## src/rtl/load_store_unit_if.sv

```systemverilog
// Bundles the core-side request/response handshake and the data-memory port of the load/store unit.
interface load_store_unit_if;
  logic        req_valid;
  logic        req_ready;
  logic        req_write;
  logic [2:0]  req_funct3;
  logic [31:0] req_addr;
  logic [31:0] req_wdata;
  logic        resp_valid;
  logic        resp_ready;
  logic [31:0] resp_rdata;
  logic        resp_error;
  logic [31:0] mem_readaddr;
  logic [31:0] mem_readdata;
  logic [31:0] mem_writeaddr;
  logic [31:0] mem_writedata;
  logic        mem_writeenable;

  modport slave (
    input  req_valid, req_write, req_funct3, req_addr, req_wdata, resp_ready, mem_readdata,
    output req_ready, resp_valid, resp_rdata, resp_error,
    output mem_readaddr, mem_writeaddr, mem_writedata, mem_writeenable
  );

  modport master (
    output req_valid, req_write, req_funct3, req_addr, req_wdata, resp_ready, mem_readdata,
    input  req_ready, resp_valid, resp_rdata, resp_error,
    input  mem_readaddr, mem_writeaddr, mem_writedata, mem_writeenable
  );
endinterface

```

## src/rtl/load_store_unit.sv

```systemverilog
// Single-outstanding load/store master for a word-wide memory: sub-word loads with extension,
// sub-word stores by read-modify-write, and alignment / funct3 / range checking.
module load_store_unit #(
  parameter int SIZE = 256
) (
  input logic               clk,
  input logic               reset,
  load_store_unit_if.slave  bus
);
  typedef enum logic [2:0] {S_IDLE, S_LOAD, S_RMW, S_WRITE, S_RESP} state_t;

  state_t      r_state;
  state_t      w_state_next;
  logic [31:0] r_addr;
  logic [31:0] r_wdata;
  logic [31:0] r_merged;
  logic [31:0] r_result;
  logic [2:0]  r_funct3;
  logic        r_write;
  logic        r_error;

  logic        w_legal;
  logic        w_misaligned;
  logic        w_out_of_range;
  logic        w_req_error;
  logic [7:0]  w_byte;
  logic [15:0] w_half;
  logic [31:0] w_load_value;
  logic [31:0] w_rmw_word;

  always_comb begin
    w_legal = 1'b0;
    case (bus.req_funct3)
      3'b000, 3'b001, 3'b010: w_legal = 1'b1;
      3'b100, 3'b101:         w_legal = !bus.req_write;
      default:                w_legal = 1'b0;
    endcase
  end

  // funct3[1:0] encodes width for both loads and stores: 00 byte, 01 half, 10 word
  assign w_misaligned   = ((bus.req_funct3[1:0] == 2'b01) && bus.req_addr[0]) ||
                          ((bus.req_funct3[1:0] == 2'b10) && (bus.req_addr[1:0] != 2'b00));
  assign w_out_of_range = ({2'b00, bus.req_addr[31:2]} >= 32'(SIZE));
  assign w_req_error    = !w_legal || w_misaligned || w_out_of_range;

  always_comb begin
    w_byte = bus.mem_readdata[8*r_addr[1:0] +: 8];
    w_half = r_addr[1] ? bus.mem_readdata[31:16] : bus.mem_readdata[15:0];
    case (r_funct3)
      3'b000:  w_load_value = {{24{w_byte[7]}}, w_byte};
      3'b001:  w_load_value = {{16{w_half[15]}}, w_half};
      3'b100:  w_load_value = {24'h0, w_byte};
      3'b101:  w_load_value = {16'h0, w_half};
      default: w_load_value = bus.mem_readdata;
    endcase
  end

  // Each byte lane keeps the memory value unless it is covered by the pending sb/sh
  genvar gi;
  generate
    for (gi = 0; gi < 4; gi++) begin : g_lane
      localparam logic [1:0] LANE = 2'(gi);
      logic w_sel;
      logic [7:0] w_src;
      assign w_sel = r_funct3[0] ? (r_addr[1] == LANE[1]) : (r_addr[1:0] == LANE);
      assign w_src = (r_funct3[0] && LANE[0]) ? r_wdata[15:8] : r_wdata[7:0];
      assign w_rmw_word[8*gi +: 8] = w_sel ? w_src : bus.mem_readdata[8*gi +: 8];
    end
  endgenerate

  always_ff @(posedge clk) begin
    if (reset) r_state <= S_IDLE;
    else       r_state <= w_state_next;
  end

  always_comb begin
    w_state_next = r_state;
    case (r_state)
      S_IDLE: begin
        if (bus.req_valid) begin
          if (w_req_error)                   w_state_next = S_RESP;
          else if (!bus.req_write)           w_state_next = S_LOAD;
          else if (bus.req_funct3 == 3'b010) w_state_next = S_WRITE;
          else                               w_state_next = S_RMW;
        end
      end
      S_LOAD:  w_state_next = S_RESP;
      S_RMW:   w_state_next = S_WRITE;
      S_WRITE: w_state_next = S_RESP;
      S_RESP:  if (bus.resp_ready) w_state_next = S_IDLE;
      default: w_state_next = S_IDLE;
    endcase
  end

  always_comb begin
    bus.req_ready       = (r_state == S_IDLE);
    bus.resp_valid      = (r_state == S_RESP);
    bus.mem_writeenable = (r_state == S_WRITE) && !reset;
  end

  always_ff @(posedge clk) begin
    if (reset) begin
      r_addr   <= 32'h0;
      r_wdata  <= 32'h0;
      r_funct3 <= 3'b000;
      r_write  <= 1'b0;
      r_merged <= 32'h0;
      r_result <= 32'h0;
      r_error  <= 1'b0;
    end else begin
      case (r_state)
        S_IDLE: begin
          if (bus.req_valid) begin
            r_addr   <= bus.req_addr;
            r_wdata  <= bus.req_wdata;
            r_funct3 <= bus.req_funct3;
            r_write  <= bus.req_write;
            r_merged <= bus.req_wdata;
            r_result <= 32'h0;
            r_error  <= w_req_error;
          end
        end
        S_LOAD:  r_result <= w_load_value;
        S_RMW:   r_merged <= w_rmw_word;
        S_WRITE: r_result <= 32'h0;
        default: ;
      endcase
    end
  end

  assign bus.resp_rdata    = r_result;
  assign bus.resp_error    = r_error;
  assign bus.mem_readaddr  = {r_addr[31:2], 2'b00};
  assign bus.mem_writeaddr = {r_addr[31:2], 2'b00};
  assign bus.mem_writedata = r_merged;
endmodule
```

## src/flat_wrapper.sv

```systemverilog
// flat-port wrapper written by rule: the top's interface ports become plain ports
module load_store_unit_flat 
#(
  parameter int SIZE = 256
)
  (clk, reset, bus_req_valid, bus_req_write, bus_req_funct3, bus_req_addr, bus_req_wdata, bus_resp_ready, bus_mem_readdata, bus_req_ready, bus_resp_valid, bus_resp_rdata, bus_resp_error, bus_mem_readaddr, bus_mem_writeaddr, bus_mem_writedata, bus_mem_writeenable);
  load_store_unit_if bus_i ();
  input logic clk;
  input logic reset;
  input wire logic [$bits(bus_i.req_valid)-1:0] bus_req_valid;
  input wire logic [$bits(bus_i.req_write)-1:0] bus_req_write;
  input wire logic [$bits(bus_i.req_funct3)-1:0] bus_req_funct3;
  input wire logic [$bits(bus_i.req_addr)-1:0] bus_req_addr;
  input wire logic [$bits(bus_i.req_wdata)-1:0] bus_req_wdata;
  input wire logic [$bits(bus_i.resp_ready)-1:0] bus_resp_ready;
  input wire logic [$bits(bus_i.mem_readdata)-1:0] bus_mem_readdata;
  output wire logic [$bits(bus_i.req_ready)-1:0] bus_req_ready;
  output wire logic [$bits(bus_i.resp_valid)-1:0] bus_resp_valid;
  output wire logic [$bits(bus_i.resp_rdata)-1:0] bus_resp_rdata;
  output wire logic [$bits(bus_i.resp_error)-1:0] bus_resp_error;
  output wire logic [$bits(bus_i.mem_readaddr)-1:0] bus_mem_readaddr;
  output wire logic [$bits(bus_i.mem_writeaddr)-1:0] bus_mem_writeaddr;
  output wire logic [$bits(bus_i.mem_writedata)-1:0] bus_mem_writedata;
  output wire logic [$bits(bus_i.mem_writeenable)-1:0] bus_mem_writeenable;
  assign bus_i.req_valid = bus_req_valid;
  assign bus_i.req_write = bus_req_write;
  assign bus_i.req_funct3 = bus_req_funct3;
  assign bus_i.req_addr = bus_req_addr;
  assign bus_i.req_wdata = bus_req_wdata;
  assign bus_i.resp_ready = bus_resp_ready;
  assign bus_i.mem_readdata = bus_mem_readdata;
  assign bus_req_ready = bus_i.req_ready;
  assign bus_resp_valid = bus_i.resp_valid;
  assign bus_resp_rdata = bus_i.resp_rdata;
  assign bus_resp_error = bus_i.resp_error;
  assign bus_mem_readaddr = bus_i.mem_readaddr;
  assign bus_mem_writeaddr = bus_i.mem_writeaddr;
  assign bus_mem_writedata = bus_i.mem_writedata;
  assign bus_mem_writeenable = bus_i.mem_writeenable;
  load_store_unit #(.SIZE(SIZE)) u_core (.clk(clk), .reset(reset), .bus(bus_i));
endmodule
```

## config.mk

```make
export PLATFORM = sky130hd
export DESIGN_NAME = load_store_unit_flat
export DESIGN_NICKNAME = d
export VERILOG_FILES = /design/src/rtl/load_store_unit_if.sv /design/src/rtl/load_store_unit.sv /design/src/flat_wrapper.sv
export SDC_FILE = /design/constraint.sdc
export NUM_CORES = 1
export LEC_CHECK = 0
export CAP_MARGIN = 20
export CORE_MARGIN = 5
export CORE_UTILIZATION = 48
export CTS_BUF_LIST = sky130_fd_sc_hd__clkbuf_4 sky130_fd_sc_hd__clkbuf_8
export DETAILED_ROUTE_END_ITERATION = 6
export PLACE_DENSITY_LB_ADDON = 0.08
export SLEW_MARGIN = 30
export SYNTH_ARGS = -nofsm -noshare
export SYNTH_HDL_FRONTEND = slang
export SYNTH_SLANG_ARGS = --single-unit
```

## constraint.sdc

```tcl
create_clock -name clk -period 3.95 [get_ports clk]
set_input_delay 0.79 -clock clk [delete_from_list [all_inputs] [get_ports clk]]
set_output_delay 0.79 -clock clk [all_outputs]
set_load 0.05 [all_outputs]
```

==> impl_metrics.env <==
export IMPL_synth_commonest_cells="nand2_1 (151), dfxtp_1 (119), a21oi_1 (70), buf_4 (65), clkbuf_1 (37)"
export IMPL_num_vias=5629
export IMPL_cts_repair_resized=0
export IMPL_synthArstFlopShare_pct=0
export IMPL_status="completed"
export IMPL_synthFlopType="dfxtp_1"
export IMPL_p_sw_share_pct=29.7
export IMPL_ys_types=45
export IMPL_clock_power_share_pct=38.3
export IMPL_wl_per_cell_um=19.1
export IMPL_r2r_start="u_core.r_addr[1]$_SDFFE_PP0P_"
export IMPL_p_comb_share_pct=21.4
export IMPL_p_int_mw=2.27
export IMPL_final_area_um2=8110
export IMPL_synthTopCellsByArea="dfxtp_1 (41%), nand2_1 (9.8%), buf_4 (8.5%)"
export IMPL_hp_class="flip-flop to flip-flop"
export IMPL_finalWirelength_um=19000
export IMPL_dpl_cell_area_um2=7650
export IMPL_synth_edff_count=0
export IMPL_postRouteAntennaNets=0
export IMPL_hold_buffers=0
export IMPL_nFillCells=1008
export IMPL_grt_pass1_vias=5498
export IMPL_slew_violations=0
export IMPL_yosys_area_share_xor_xnor_pct=0
export IMPL_track_usage_pct=25.9
export IMPL_fin_nets=944
export IMPL_port_buffers=231
export IMPL_cp_end_kind="output port"
export IMPL_cts_tree="done"
export IMPL_clk_path_buf_depth=2
export IMPL_drive_gt1_share_pct=8.45
export IMPL_holdPathStages=2
export IMPL_rows=40
export IMPL_setup_violations=0
export IMPL_power_density_nw_per_um2=399
export IMPL_synth_seq_cells=119
export IMPL_finalSetupTns_ns=0
export IMPL_cts_root_buf="clkbuf_8"
export IMPL_period_share_pct=75.8
export IMPL_rsz0062_at_grt="false"
export IMPL_postCtsSetupRepairBufs=0
export IMPL_grt_max_degree=62
export IMPL_netSwitchingPower_mw=0.961
export IMPL_clk_pin_slew_worst_paths_ns=0.06
export IMPL_syn_cell_area_um2=5760
export IMPL_crit_type="primary input to output port"
export IMPL_vias_per_cell=5.63
export IMPL_worstPathMaxFanout=23
export IMPL_synth_simple_gate_area_share_pct=19.2
export IMPL_r2r_cells=4
export IMPL_synthMuxAreaShare_pct=3.69
export IMPL_num_io_pins=236
export IMPL_synthMostInstantiatedCell="nand2_1"
export IMPL_dp_hpwl_um=14000
export IMPL_finalClockSkew_ns=0.0147
export IMPL_grt_pass1_wl_um=29400
export IMPL_syn_inst=692
export IMPL_peakVddDrop_v=0.000219
export IMPL_crit_start="reset"
export IMPL_fmax_mhz=334
export IMPL_synthToLayoutAreaGrowth_pct=40.7
export IMPL_hp_start="u_core.r_wdata[10]$_SDFFE_PP0P_"
export IMPL_maxCapViolCount=0
export IMPL_yosys_warnings=0
export IMPL_relSlewSlack_pct=43.5
export IMPL_drc=0
export IMPL_grt_ovfl_total=0
export IMPL_drt_iter0_markers=459
export IMPL_start_util_pct=48.4
export IMPL_synth_compound_area_share_pct=22.8
export IMPL_routabilityCongestion=0.898
export IMPL_p_seq_share_pct=40.3
export IMPL_firstDrtPassIters=5
export IMPL_cts_buffers_inserted=17
export IMPL_leakagePower_nw=2.87
export IMPL_cp_arrival_ns=2.21
export IMPL_n_antenna_cell=0
export IMPL_ys_seq_area_share_pct=41.3
export IMPL_antenna_found_initial=0
export IMPL_cts_num_sinks=119
export IMPL_syn_area_per_cell_um2=8.33
export IMPL_start_kind="primary input"
export IMPL_fin_crit_ns=3.00
export IMPL_synth_adder_area_share_pct=0
export IMPL_dieArea_um2=14300
export IMPL_tightestPinTransition_ns=0.847
export IMPL_crit_required_ns=3.16
export IMPL_design_core_area_um2=11900
export IMPL_die_y_um=120
export IMPL_clk_latency_ns=0.43
export IMPL_finalHoldViolCount=0
export IMPL_die_w_um=120
export IMPL_cts_htree_levels=4
export IMPL_synth_top_cell_area_share_pct=41.3
export IMPL_synth_top_family_by_area="compound AO/OA/AOI/OAI gates"
export IMPL_yosys_area_top_type="dfxtp_1"
## state kept, by name, summed over array words and instances, names as in the netlist
register	cells
u_core.r_wdata	16
u_core.bus.resp_rdata	32
u_core.r_state	3
u_core.bus.mem_writedata	32
u_core.r_funct3	3
u_core.bus.resp_error	1
u_core.r_addr	32
## through the flow
step                      utilization [%]  hold WS, ns  worst slack [ns]  instances  power [mW]
after floorplan                         -        0.436              1.39        695        1.77
after global placement               64.2        0.443             0.981        967        2.01
after detailed placement             64.3        0.449             0.961        967        2.02
after CTS                            68.0        0.461             0.961        998        3.25
after global routing                 68.1        0.482             0.868        999        3.36
final                                68.1        0.461             0.954        999        3.23
## placed cells by master (no fill, tap or decap), types with 11 or more instances in the layout
master           count
a31oi_1             17
buf_4               12
clkbuf_8            20
nand2_1            150
nor2b_1             11
o21ai_0             20
nand3_1             21
nand2b_1            14
dfxtp_1            119
a221o_1             20
clkdlybuf4s50_1    230
a21oi_1             70
o221ai_1            16
## path summary, 6_finish.rpt
path	slack [ns]	to
setup / recovery	0.95	bus_mem_writeenable
hold / removal	0.46	u_core.r_wdata[10]$_SDFFE_PP0P_
setup reg to reg	1.47	u_core.bus.mem_writedata[26]$_SDFFE_PP0P_
hold reg to reg	0.46	u_core.r_wdata[10]$_SDFFE_PP0P_
## critical path: stages
cell and delay, ns:
buf_2 0.24, nand2b_1 0.22, nor2_1 0.13, clkdlybuf4s50_1 0.82
## logic make-up (layout without fill, tap and decap cells)
kind of cell / count (synthesis) / in the layout
compound gates: 188 / 188
buf+inv: 127 / 284
flops: 119 / 119
mux: 19 / 19
other cells: 1 / 4
simple gates: 238 / 238
## per-layer routing
metal / track usage [%] / wire length [um] / vias up
met5: 0 / 0 / -
met4: 8.95 / 454 / 0
met3: 6.93 / 1670 / 33
met2: 42.3 / 9110 / 268
met1: 33.1 / 7820 / 2647
li1: - / - / 2681
## power by group through the flow
stage                     logic, mW  registers (mW)  clock network (mW)
after floorplan               0.396            1.38                   0
after global placement        0.680            1.33                   0
after detailed placement      0.688            1.33                   0
after CTS                     0.690            1.30                1.25
after global routing          0.728            1.31                1.32
final                         0.691            1.30                1.24
## final cells by class
cell class | instances | area [um2] | share of cell area [%]
multi-input cells | 449 | 2670 | 32.9
repair buffers | 243 | 2400 | 29.6
flip-flops and latches | 119 | 2380 | 29.4
clock buffers | 23 | 298 | 3.67
well taps | 147 | 184 | 2.27
clock inverters | 8 | 145 | 1.79
inverters | 10 | 37.5 | 0.463
Power figures use the tool's default switching activity.
